`src/rtl/ex_mdu_pkg.sv`:
```
// Shared types for the multiply/divide unit: operation encodings, FSM states
// and small decode helpers used by the top level.
package ex_mdu_pkg;

  // Operation encodings follow the RISC-V M-extension funct3 field.
  typedef enum logic [2:0] {
    MD_MUL    = 3'b000,
    MD_MULH   = 3'b001,
    MD_MULHSU = 3'b010,
    MD_MULHU  = 3'b011,
    MD_DIV    = 3'b100,
    MD_DIVU   = 3'b101,
    MD_REM    = 3'b110,
    MD_REMU   = 3'b111
  } md_op_e;

  typedef enum logic [1:0] {
    MDU_IDLE = 2'd0,
    MDU_CALC = 2'd1,
    MDU_FIX  = 2'd2,
    MDU_DONE = 2'd3
  } mdu_state_e;

  // rs1 is treated as signed for these operations.
  function automatic logic a_is_signed(input md_op_e op);
    return (op == MD_MULH) || (op == MD_MULHSU) || (op == MD_DIV) || (op == MD_REM);
  endfunction

  // rs2 is treated as signed for these operations.
  function automatic logic b_is_signed(input md_op_e op);
    return (op == MD_MULH) || (op == MD_DIV) || (op == MD_REM);
  endfunction

endpackage

```
`src/rtl/mdu_step.sv`:
```
// One combinational iteration of the multiply/divide datapath.
// The accumulator is {hi, lo}:
//   multiply: hi = partial product, lo = remaining multiplier bits (LSB first);
//   divide:   hi = partial remainder, lo = dividend bits shifting out / quotient
//             bits shifting in (MSB first).
module mdu_step #(
  parameter int XLEN = 32
) (
  input  logic                div_mode,
  input  logic [2*XLEN-1:0]   acc_in,
  input  logic [XLEN-1:0]     opnd,
  output logic [2*XLEN-1:0]   acc_out
);

  logic [XLEN-1:0] hi;
  logic [XLEN-1:0] lo;
  logic [XLEN:0]   add_sum;
  logic [XLEN:0]   shl_rem;
  logic [XLEN:0]   sub_diff;

  assign hi       = acc_in[2*XLEN-1:XLEN];
  assign lo       = acc_in[XLEN-1:0];
  assign add_sum  = {1'b0, hi} + (lo[0] ? {1'b0, opnd} : '0);
  assign shl_rem  = {hi, lo[XLEN-1]};
  // The partial remainder stays below the divisor, so bit XLEN of the
  // difference is set only when the trial subtraction goes negative.
  assign sub_diff = shl_rem - {1'b0, opnd};

  // Select shift-add or restoring-subtract for this iteration.
  always_comb begin
    // NOTE: give every combinational output a default first so no path leaves it unassigned (which would infer a latch).
    acc_out = {add_sum, lo[XLEN-1:1]};
    if (div_mode) begin
      if (sub_diff[XLEN]) acc_out = {shl_rem[XLEN-1:0], lo[XLEN-2:0], 1'b0};
      else                acc_out = {sub_diff[XLEN-1:0], lo[XLEN-2:0], 1'b1};
    end
  end

endmodule

```
`src/rtl/ex_mdu.sv`:
```
// Multi-cycle integer multiply/divide unit (RISC-V M extension).
// Operands are accepted in IDLE, iterated for XLEN/UNROLL cycles in CALC,
// sign-corrected in FIX and presented in DONE until the consumer takes them.
module ex_mdu
  import ex_mdu_pkg::*;
#(
  parameter int XLEN   = 32,
  parameter int UNROLL = 1
) (
  input  logic            clk,
  input  logic            rst_n,
  input  logic            flush,
  input  logic            in_valid,
  output logic            in_ready,
  input  logic [2:0]      md_op,
  input  logic [XLEN-1:0] opA,
  input  logic [XLEN-1:0] opB,
  output logic            out_valid,
  input  logic            out_ready,
  output logic [XLEN-1:0] result,
  output logic            busy
);

  localparam int S  = XLEN / UNROLL;
  localparam int CW = $clog2(S + 1);

  mdu_state_e        state, state_nxt;
  logic [CW-1:0]     cnt;
  logic [2*XLEN-1:0] acc;
  logic [XLEN-1:0]   opnd;
  md_op_e            op;
  logic              neg;

  md_op_e            in_op;
  logic              accept;
  logic              sa, sb;
  logic [XLEN-1:0]   mag_a, mag_b;
  logic              div_zero, div_ovf, special;
  logic [XLEN-1:0]   special_res;
  logic [2*XLEN-1:0] prod;
  logic [XLEN-1:0]   div_val, div_signed, fix_res;
  logic [2*XLEN-1:0] chain [UNROLL+1];

  assign in_op  = md_op_e'(md_op);
  assign accept = in_valid && (state == MDU_IDLE) && !flush;

  // Operand magnitudes; the sign is reapplied in FIX.
  assign sa    = a_is_signed(in_op) && opA[XLEN-1];
  assign sb    = b_is_signed(in_op) && opB[XLEN-1];
  assign mag_a = sa ? -opA : opA;
  assign mag_b = sb ? -opB : opB;

  // Divide cases that bypass the iteration and finish straight from IDLE.
  assign div_zero = (opB == '0);
  assign div_ovf  = (opA == {1'b1, {(XLEN-1){1'b0}}}) && (opB == '1) &&
                    ((in_op == MD_DIV) || (in_op == MD_REM));
  assign special  = in_op[2] && (div_zero || div_ovf);

  // Result for the bypassed divide cases.
  always_comb begin
    special_res = '0;
    if (div_zero) special_res = ((in_op == MD_DIV) || (in_op == MD_DIVU)) ? '1 : opA;
    else if (in_op == MD_DIV) special_res = opA;
  end

  // Final sign correction and half/quotient/remainder selection.
  always_comb begin
    prod       = neg ? -acc : acc;
    div_val    = op[1] ? acc[2*XLEN-1:XLEN] : acc[XLEN-1:0];
    div_signed = neg ? -div_val : div_val;
    if (op[2])              fix_res = div_signed;
    else if (op == MD_MUL)  fix_res = prod[XLEN-1:0];
    else                    fix_res = prod[2*XLEN-1:XLEN];
  end

  // UNROLL iterations chained combinationally per clock.
  assign chain[0] = acc;
  for (genvar g = 0; g < UNROLL; g++) begin : g_step
    mdu_step #(.XLEN(XLEN)) u_step (
      .div_mode (op[2]),
      .acc_in   (chain[g]),
      .opnd     (opnd),
      .acc_out  (chain[g+1])
    );
  end

  // State register.
  always_ff @(posedge clk or negedge rst_n) begin
    // NOTE: sequential state uses non-blocking assignments so every register samples pre-edge values.
    if (!rst_n) state <= MDU_IDLE;
    else        state <= state_nxt;
  end

  // Next-state logic; flush overrides every transition.
  always_comb begin
    state_nxt = state;
    unique case (state)
      MDU_IDLE: if (accept) state_nxt = special ? MDU_DONE : MDU_CALC;
      MDU_CALC: if (cnt == '0) state_nxt = MDU_FIX;
      MDU_FIX:  state_nxt = MDU_DONE;
      MDU_DONE: if (out_ready) state_nxt = MDU_IDLE;
      default:  state_nxt = MDU_IDLE;
    endcase
    if (flush) state_nxt = MDU_IDLE;
  end

  // Operand latch, iteration counter, accumulator and result register.
  always_ff @(posedge clk or negedge rst_n) begin
    if (!rst_n) begin
      cnt    <= '0;
      acc    <= '0;
      opnd   <= '0;
      op     <= MD_MUL;
      neg    <= 1'b0;
      result <= '0;
    end else if (accept) begin
      op   <= in_op;
      opnd <= mag_b;
      acc  <= {{XLEN{1'b0}}, mag_a};
      cnt  <= CW'(S - 1);
      // Remainder takes the dividend's sign; product and quotient take sA^sB.
      neg  <= (in_op[2] && in_op[1]) ? sa : (sa ^ sb);
      if (special) result <= special_res;
    end else if (state == MDU_CALC) begin
      acc <= chain[UNROLL];
      if (cnt != '0) cnt <= cnt - 1'b1;
    end else if ((state == MDU_FIX) && !flush) begin
      result <= fix_res;
    end
  end

  assign in_ready  = (state == MDU_IDLE);
  assign out_valid = (state == MDU_DONE);
  assign busy      = (state != MDU_IDLE);

endmodule

```
`config.mk`:
```
export PLATFORM = sky130hd
export DESIGN_NAME = ex_mdu
export DESIGN_NICKNAME = d
export VERILOG_FILES = /design/src/rtl/ex_mdu_pkg.sv /design/src/rtl/mdu_step.sv /design/src/rtl/ex_mdu.sv
export SDC_FILE = /design/constraint.sdc
export NUM_CORES = 1
export LEC_CHECK = 0
export CAP_MARGIN = 0
export CELL_PAD_IN_SITES_DETAIL_PLACEMENT = 2
export CELL_PAD_IN_SITES_GLOBAL_PLACEMENT = 2
export CORE_AREA = 2 2 240 171
export DETAILED_ROUTE_END_ITERATION = 10
export DIE_AREA = 0 0 242 173
export PLACE_DENSITY = 0.95
export SYNTH_ARGS = -nofsm -noshare
export SYNTH_HDL_FRONTEND = slang
export SYNTH_SLANG_ARGS = --single-unit
```
`constraint.sdc`:
```
create_clock -name clk -period 12.4 [get_ports clk]
set_clock_uncertainty 0.2 [all_clocks]
set_input_delay 2.48 -clock clk [delete_from_list [all_inputs] [get_ports clk]]
set_output_delay 2.48 -clock clk [all_outputs]
set_load 0.01 [all_outputs]
```
# Word-level counts from Yosys, hierarchy flattened
# Cells that the tools add are included.
# Widths: inputs -> output; s select.
# totals
reg_bits	140
output_inout_bits	35
word_cells	89
# op_classes
n_addsub	7
n_eq_ne	15
muxes	29
n_bitwise	1
reduce_logical	30
# op_table
cell	count
$mux 32	14
$mux 64	5
$neg 32->32	3
$eq 32x32->1 const B	2
$neg 64->64	1
$add 32x33->33	1
$sub 33x32->33	1
$logic_not 32->1	1
$mux 6	3
$mux 2	5
$eq 3x3->1 const B	3
$logic_and 1x1->1	9
$logic_or 1x1->1	8
$pmux 2 s4	1
$reduce_bool 2->1	4
$logic_not 6->1	1
$ne 3x2->1 const B	2
$reduce_and 3->1	2
$reduce_bool 6->1	1
$sub 6x1->6 const B	1
$eq 2x2->1 const B	2
$eq 3x1->1 const B	1
$eq 3x2->1 const B	1
$logic_not 3->1	1
other kinds (9)	9

# Depth between registers and ports, before layout
# Gate-level depths: netlist of run 1.
# logic_depth
ltp_word	9
mapped_depth	16
depth_no_buf	13

# Cells and area by module
# A second synthesis of run 1 with hierarchy kept.
# hier_totals
hier_cells	2121
hier_area_um2	15961.6
# by_module_without_submodules
mod	instances	cells_per_inst	area_per_inst_um2
ex_mdu	1	1446	11478.5
mdu_step	1	675	4483.0

# Worst setup path after synthesis of run 1
# Ideal clock, no wire load.
# synth_timing
path_kind	input to register
startpoint	input opA[6]
endpoint	register result[29]
setup_ps	104
t_arrival_ps	4963
slack_ps	7134
stages	9
cell_sequence	or4_1 or4_4 nor4_4 and4_1 o21ai_1 and2_1 buf_2 buf_2 o41ai_2
# synth_via
elab_chain_len	7
# synth_lines
item	line_no	text
start, declared	ex_mdu.sv:16	input logic [XLEN-1:0] opA,
$eq 32x32->1	ex_mdu.sv:55	assign div_ovf = (opA == {1'b1, {(XLEN-1){1'b0}}}) && (opB == '1) &&
$logic_and 1x1->1 (2 in series)	ex_mdu.sv:55	
$logic_or 1x1->1	ex_mdu.sv:57	assign special = in_op[2] && (div_zero || div_ovf);
$logic_and 1x1->1	ex_mdu.sv:57	
$ne 2x1->1 (no source line)	--	
$reduce_and 3->1 (no source line)	--	
end signal, assigned	ex_mdu.sv:123	if (special) result <= special_res;
end signal, assigned	ex_mdu.sv:128	result <= fix_res;
end, declared	ex_mdu.sv:20	output logic [XLEN-1:0] result,
# Every way passes these cells.
# A chain may end at the register's enable or synchronous reset.

# Worst setup path in the final report of run 1
# layout_timing
startpoint	input opB[17]
endpoint	register result[9]
# layout_via
elab_chain_len	7
# layout_lines
item	line_no	text
start, declared	ex_mdu.sv:17	input logic [XLEN-1:0] opB,
$eq 32x32->1	ex_mdu.sv:55	
$logic_and 1x1->1 (2 in series)	ex_mdu.sv:55	
$logic_or 1x1->1	ex_mdu.sv:57	
$logic_and 1x1->1	ex_mdu.sv:57	
$ne 2x1->1 (no source line)	--	
$reduce_and 3->1 (no source line)	--	
# Parallel ways exist; a longest one is shown, timed or not. The select of a mux whose other input is x is not followed.

==> results.md, run 1 <==
* Die X at 242 µm
* Pint at 2315 µW
* WL/cell at approximately 33 µm
* Startpoint types: input port
* Buffers on Ports at ~110
* CTS HTree Levels at 4
* GPL Wtd Cong at 0.9357
* Router iterations before antenna repair at 6
* Antenna Diode Count at 0
* CP arrival at 7.20 ns
* Root Buffer: clkbuf_16
* Max cap viols at 0
* Mapped Cells at a little over 2000
* Setup violators final at 0
* GRT overflow at 0
* CTS tree: yes
* Via count at 18152
* Worst setup EP type: register
* P_sw at 3297 µW
* Post-DRT Antenna Nets at 0
* I/O Pins at 107
* Number of flops mapped to enable cells by yosys at 0
* 1st-iter DRT viols at ~2400
* Max Fclk at 142.0 MHz
* Clock latency at the later pin of the worst-skew pair at 0.48 ns
* Outcome: finished clean
* Overall routing resource usage at 39.48%
* Yosys cell types at 76
* First-pass GRT wire length at 127.5 mm
* Layout area overhead at 12.35%
* Synth top cells by count: nand2_1, o21ai_0, nor2_1, a21oi_1, dfrtp_1
* Total Power at 5611 µW
* Post-Syn Area at 15270 µm²
* Hold Crit Class: register to register
* Most common cell in the synthesized netlist: nand2_1
* Power density cells at 327.0 nW/µm²
* Slew Limit Fails at 0
* Fraction of layout cells with a size suffix above 1 at under 10%
* Flops & latches, synth at 140
* Initial antenna violation count at 1
* Logic gate share of total power at 69.3%
* Post-CTS Setup Repair Bufs at 0
* Total CTS buffers at 17
* Sequential share of power at 20.3%
* Sw Share at 58.75%
* Setup CP Type: input port to register
* Share of the synthesized area in the top cell type at between 20% and 30%
* Dpl cell area at 16550 µm²
* Peak supply drop at 166.1 µV
* Sink Count at 140
* Clock share of power at 10.5%
* Seq/Total Area, Yosys at 22.94%
* Top_reg_cell synth: dfrtp_1
* Die Ht at 173 µm
* Leak Pwr at between 0.006 and 0.007 µW
* Minimum clock period at 7.043 ns
* Hold Fails Final Rpt at 0
* Vias in the first global route at about 20000
* Design area at 17160 µm²
* Ys async rst share at 100.0%
* Max Root-Sink Buffers at 2
* Post-DR vias/cell at 7.063
* DRC errors left at 0
* Setup TNS at 0 ns
* Resize count post-CTS at 0
* # hold bufs at CTS at 0
* Core area at 39380 µm²
* Worst-Margin Slew at approximately 1.4 ns
* DP Worst Slack at approximately 5.3 ns
* Avg Inst Size Synth at 7.509 µm²
* Layout Nets at 2172
* RSZ-0062 raised after global routing: no
* Syn nets at 2184
* Pin count of the biggest net entering global routing at 97
* Row count at 61
* Largest area contributor in the netlist: dfrtp_1
* Dpl hpwl at about 57 mm
* Final worst slack at 5.357 ns
* Reg clk slew, reported paths at 0.07 ns
* Syn. warnings at 0
* Die Area at 41870 µm²
* Critical path fanouts, max at 27
* Starting density of the core at 38.78%
* Fin crit share at 56.80%
* Slew headroom at 6.833%
* Critical Path RT at 12.55 ns
* Post-Route WL at roughly 84 mm
* Synth top area cells: dfrtp_1, o21ai_0, ha_1
[worst max-delay path, stage by stage]
cell	delay [ns]
clkdlybuf4s50_1	0.52
or4_1	0.61
or4_1	0.50
nor3_1	0.66
and3_1	0.42
o21ai_1	0.21
nand2_1	0.99
o221ai_1	0.41
a21oi_1	0.30
nor2_1	0.07
[stage by stage]
stage	instances	hold slack (ns)	utilization, %
final	2570	0.2890	43.57
after global routing	2570	0.3258	43.57
after global placement	2537	0.2636	42.02
after floorplan	2034	0.2498	-
after detailed placement	2537	0.2784	42.02
after CTS	2569	0.2955	43.56
[power groups by stage]
stage          sequential [µW]  clock, µW  combinational, µW
6_report                  1140        588               3890
5_1_grt                   1140        597               4070
4_1_cts                   1100        582               3720
2_1_floorplan              800          0               2500
3_5_place_dp              1090          0               3530
3_3_place_gp              1050          0               3210
[path summary, 6_finish.rpt]
check	end	depth (start not counted)	from	slack, ns
max reg2reg	result[16]	11	acc[0]	6.86
min reg2reg	opnd[23]	2	opnd[23]	0.29
min	opnd[23]	2	opnd[23]	0.29
max	result[9]	10	opB[17]	5.36
max in group asynchronous	op[2]	2	rst_n	8.55
min in group asynchronous	acc[40]	1	rst_n	1.90
[flip-flops by register name, indices dropped and copies added, names as in the netlist]
| register | flops |
|---|---|
| op | 3 |
| state | 2 |
| acc | 64 |
| neg | 1 |
| opnd | 32 |
| result | 32 |
| cnt | 6 |
[layout make-up]
type | instances | area (µm²)
fill | 4415 | 22220
multi-input combinational | 1665 | 10890
tap | 535 | 669.4
inverter | 72 | 270.3
clock inverter | 12 | 160.2
clock buffer | 20 | 446.7
sequential | 140 | 3510
timing repair buffer | 126 | 1210
[cells in the final DEF (no fill, tap or decap), types with 49 or more instances in the layout]
cell	n
o21ai_0	196
inv_1	72
nand2_1	216
xor2_1	92
mux2i_1	65
o31ai_1	51
a21oi_1	160
clkdlybuf4s50_1	105
nor2_1	173
dfrtp_1	137
xnor2_1	105
ha_1	75
nor3_1	49
[metal layers]
layer  share of wire [%]  vias to the layer above  wire length, µm  global-route usage [%]
li1                    -                     7368                -                       -
met1                  40                     9166            33190                   50.14
met2                  45                     1247            37430                   61.72
met3                  11                      371             8830                   10.57
met4                 5.3                        0             4464                   20.06
met5                   0                        -                0                       0
[logic make-up after synthesis]
logic type / after synthesis / share of synthesized area (%)
XOR/XNOR: 197 / 11.30
flip-flops: 140 / 22.94
multiplexers: 80 / 5.390
buffers and inverters: 229 / 5.857
AND/OR/NAND/NOR: 637 / 20.13
AO/OA/AOI/OAI: 673 / 27.90
adder cells (fa/ha/maj): 78 / 6.488
Power figures use the tool's default switching activity.
==> inputs of run 2 (changes only) <==
CORE_AREA = 2 2 265 188   (was 2 2 240 171)
DIE_AREA = 0 0 267 190   (was 0 0 242 173)
PLACE_DENSITY = 0.85   (was 0.95)
clock period = 6.1 ns   (was 12.4 ns; I/O delays follow)
==> run 2 against run 1 <==
Power rose by 89%; critical path depth fell by 1; sequential share of layout area fell by 0.31 points; largest cell class unchanged; worst hold slack barely moved; design area rose by 1.5%; global-route usage fell by 12 points; sequential cell count did not move.
==> results.md, run 2 (same netlist as run 1, synthesis figures left out) <==
* Crit path to: result[10] (was result[9])
* Clock latency at the later pin of the worst-skew pair at 0.48 ns (about the same)
* CP arrival at 5.12 ns (was 7.20 ns)
* Worst-Margin Slew at 1.258 ns (was 1.396 ns)
* WL/cell at 25.85 µm (was 32.65 µm)
* Root Buffer: clkbuf_16 (unchanged)
* Max reg flops at 64 (unchanged)
* Critical R2R Launch: op[1] (was acc[0])
* Fin crit share at 81.60%
* Reg clk slew, reported paths at 0.06 ns (was 0.07 ns)
* Max Fclk at 200.9 MHz
* Reg2Reg Setup Slack at 1.35 ns (was 6.86 ns)
* Layout Nets at 2183 (was 2172)
* Worst setup EP type: register (unchanged)
* Peak supply drop at 291.5 µV (was 166.1 µV)
* Dpl hpwl at 52.99 mm (was 57.30 mm)
* Fraction of layout cells with a size suffix above 1 at 5.425% (was 4.963%)
* Layout area overhead at 14.05% (was 12.35%)
* # hold bufs at CTS at 0 (unchanged)
* Design area at 17420 µm² (was 17160 µm²)
* Outcome: finished clean (unchanged)
* Dpl cell area at 16810 µm² (was 16550 µm²)
* Setup violators final at 0 (unchanged)
* Most frequent cells in the layout: nand2_1, o21ai_0, nor2_1 (unchanged)
* Power density cells at 609.5 nW/µm² (was 327.0 nW/µm²)
* Post-DR vias/cell at 6.137 (was 7.063)
* Post-DRT Antenna Nets at 0 (unchanged)
* DP Cell Count at 2679 (was 2537)
* Slew Limit Fails at 0 (unchanged)
* Leak Pwr at 0.007019 µW (was 0.006959 µW)
* Via count at 16643 (was 18152)
* R2R depth at 10 (was 11)
* Hold Fails Final Rpt at 0 (unchanged)
* CTS HTree Levels at 4 (unchanged)
* Core area at 48580 µm² (was 39380 µm²)
* RSZ-0062 raised after global routing: no (unchanged)
* Starting density of the core at 31.44% (was 38.78%)
* Die X at 267 µm (was 242 µm)
* Die Ht at 190 µm (was 173 µm)
* Setup CP Type: input port to register (unchanged)
* Max cap viols at 0 (unchanged)
* Slew headroom at 15.37% (was 6.833%)
* GPL Wtd Cong at 0.9045 (was 0.9357)
* 1st-iter DRT viols at 1497 (was 2412)
* Die Area at 50730 µm² (was 41870 µm²)
* Sink Count at 140 (unchanged)
* First-pass GRT wire length at 108.1 mm (was 127.5 mm)
* Reg2reg end: result[24] (was result[16])
* Row count at 68 (was 61)
* Resize count post-CTS at 0 (unchanged)
* Pin count of the biggest net entering global routing at 69 (was 97)
* Max Root-Sink Buffers at 2 (unchanged)
* Buffers on Ports at 106 (unchanged)
* Critical path fanouts, max at 18 (was 27)
* Router iterations before antenna repair at 5 (was 6)
* Vias in the first global route at 17397 (was 19509)
* Overall routing resource usage at 27.79% (was 39.48%)
* Post-Route WL at 70.11 mm (was 83.92 mm)
* Total CTS buffers at 17 (unchanged)
* Total Power at 10620 µW (was 5611 µW)
* Setup TNS at 0 ns (unchanged)
* Largest regs: acc (64), opnd (32), result (32) (unchanged)
* GRT overflow at 0 (unchanged)
* Commonest non-fill, non-tap cell in the layout: nand2_1 (unchanged)
* Critical Path RT at 6.24 ns (was 12.55 ns)
* Hold Crit Class: register to register (unchanged)
* Post-CTS Setup Repair Bufs at 0 (unchanged)
* DRC errors left at 0 (unchanged)
* CTS tree: yes (unchanged)
* Startpoint types: input port (unchanged)
* Initial antenna violation count at 0 (was 1)
* Critical path origin: opA[5] (was opB[17])
* Most flop-heavy register: acc (unchanged)
* Final Non-Filler Cells at 2712 (was 2570)
* # fillers at 5592 (was 4415)
* Minimum clock period at 4.978 ns
* I/O Pins at 107 (unchanged)
## run 2: final cells by class
type                       count  area (µm²)  area share [%]
multi-input combinational   1665       10890           62.53
sequential                   140        3510           20.15
timing repair buffer         137        1308           7.506
tap                          665       832.0           4.777
clock buffer                  22       464.2           2.665
inverter                      72       270.3           1.552
clock inverter                10       140.1          0.8045
antenna                        1       2.502         0.01437
## run 2: worst min path at each step
stage | from | end | slack [ns] | cells past startpoint
after floorplan | opnd[10] | opnd[10] | 0.25 | 2
after global placement | opnd[12] | opnd[12] | 0.26 | 2
after detailed placement | opnd[27] | opnd[27] | 0.28 | 2
after CTS | result[23] | result[23] | 0.29 | 2
after global routing | result[29] | result[29] | 0.32 | 2
final | opnd[18] | opnd[18] | 0.29 | 2
## run 2: through the flow
stage / utilization (%) / worst slack (ns) / hold slack [ns]
6_report: 35.86 / 1.122 / 0.2893
5_1_grt: 35.85 / 0.9270 / 0.3174
4_1_cts: 35.85 / 1.228 / 0.2933
3_5_place_dp: 34.61 / 0.8215 / 0.2776
3_3_place_gp: 34.61 / 0.9295 / 0.2636
2_1_floorplan: - / 2.094 / 0.2498
## run 2: worst max-delay path, cell delays in order
cell and delay, ns:
clkdlybuf4s50_1 0.50, or4_1 0.59, or4_4 0.52, nor4_4 0.63
and4_1 0.32, o21ai_1 0.18, and2_1 0.44, buf_4 0.33
o311ai_0 0.38
## run 2: routing by layer
layer  part of all wire (%)  track usage (%)  wire length (µm)
met5                      0                0                 0
met1                     47            40.26             32810
met3                    8.3            5.863              5814
met2                     43            41.23             29970
met4                    2.2            7.995              1527
## run 2: report_power, final
group | leakage (µW) | internal (µW) | switching [µW]
Sequential | 0.00172 | 1340 | 887
Clock | 0.000298 | 666 | 490
Combinational | 0.00500 | 2720 | 4510
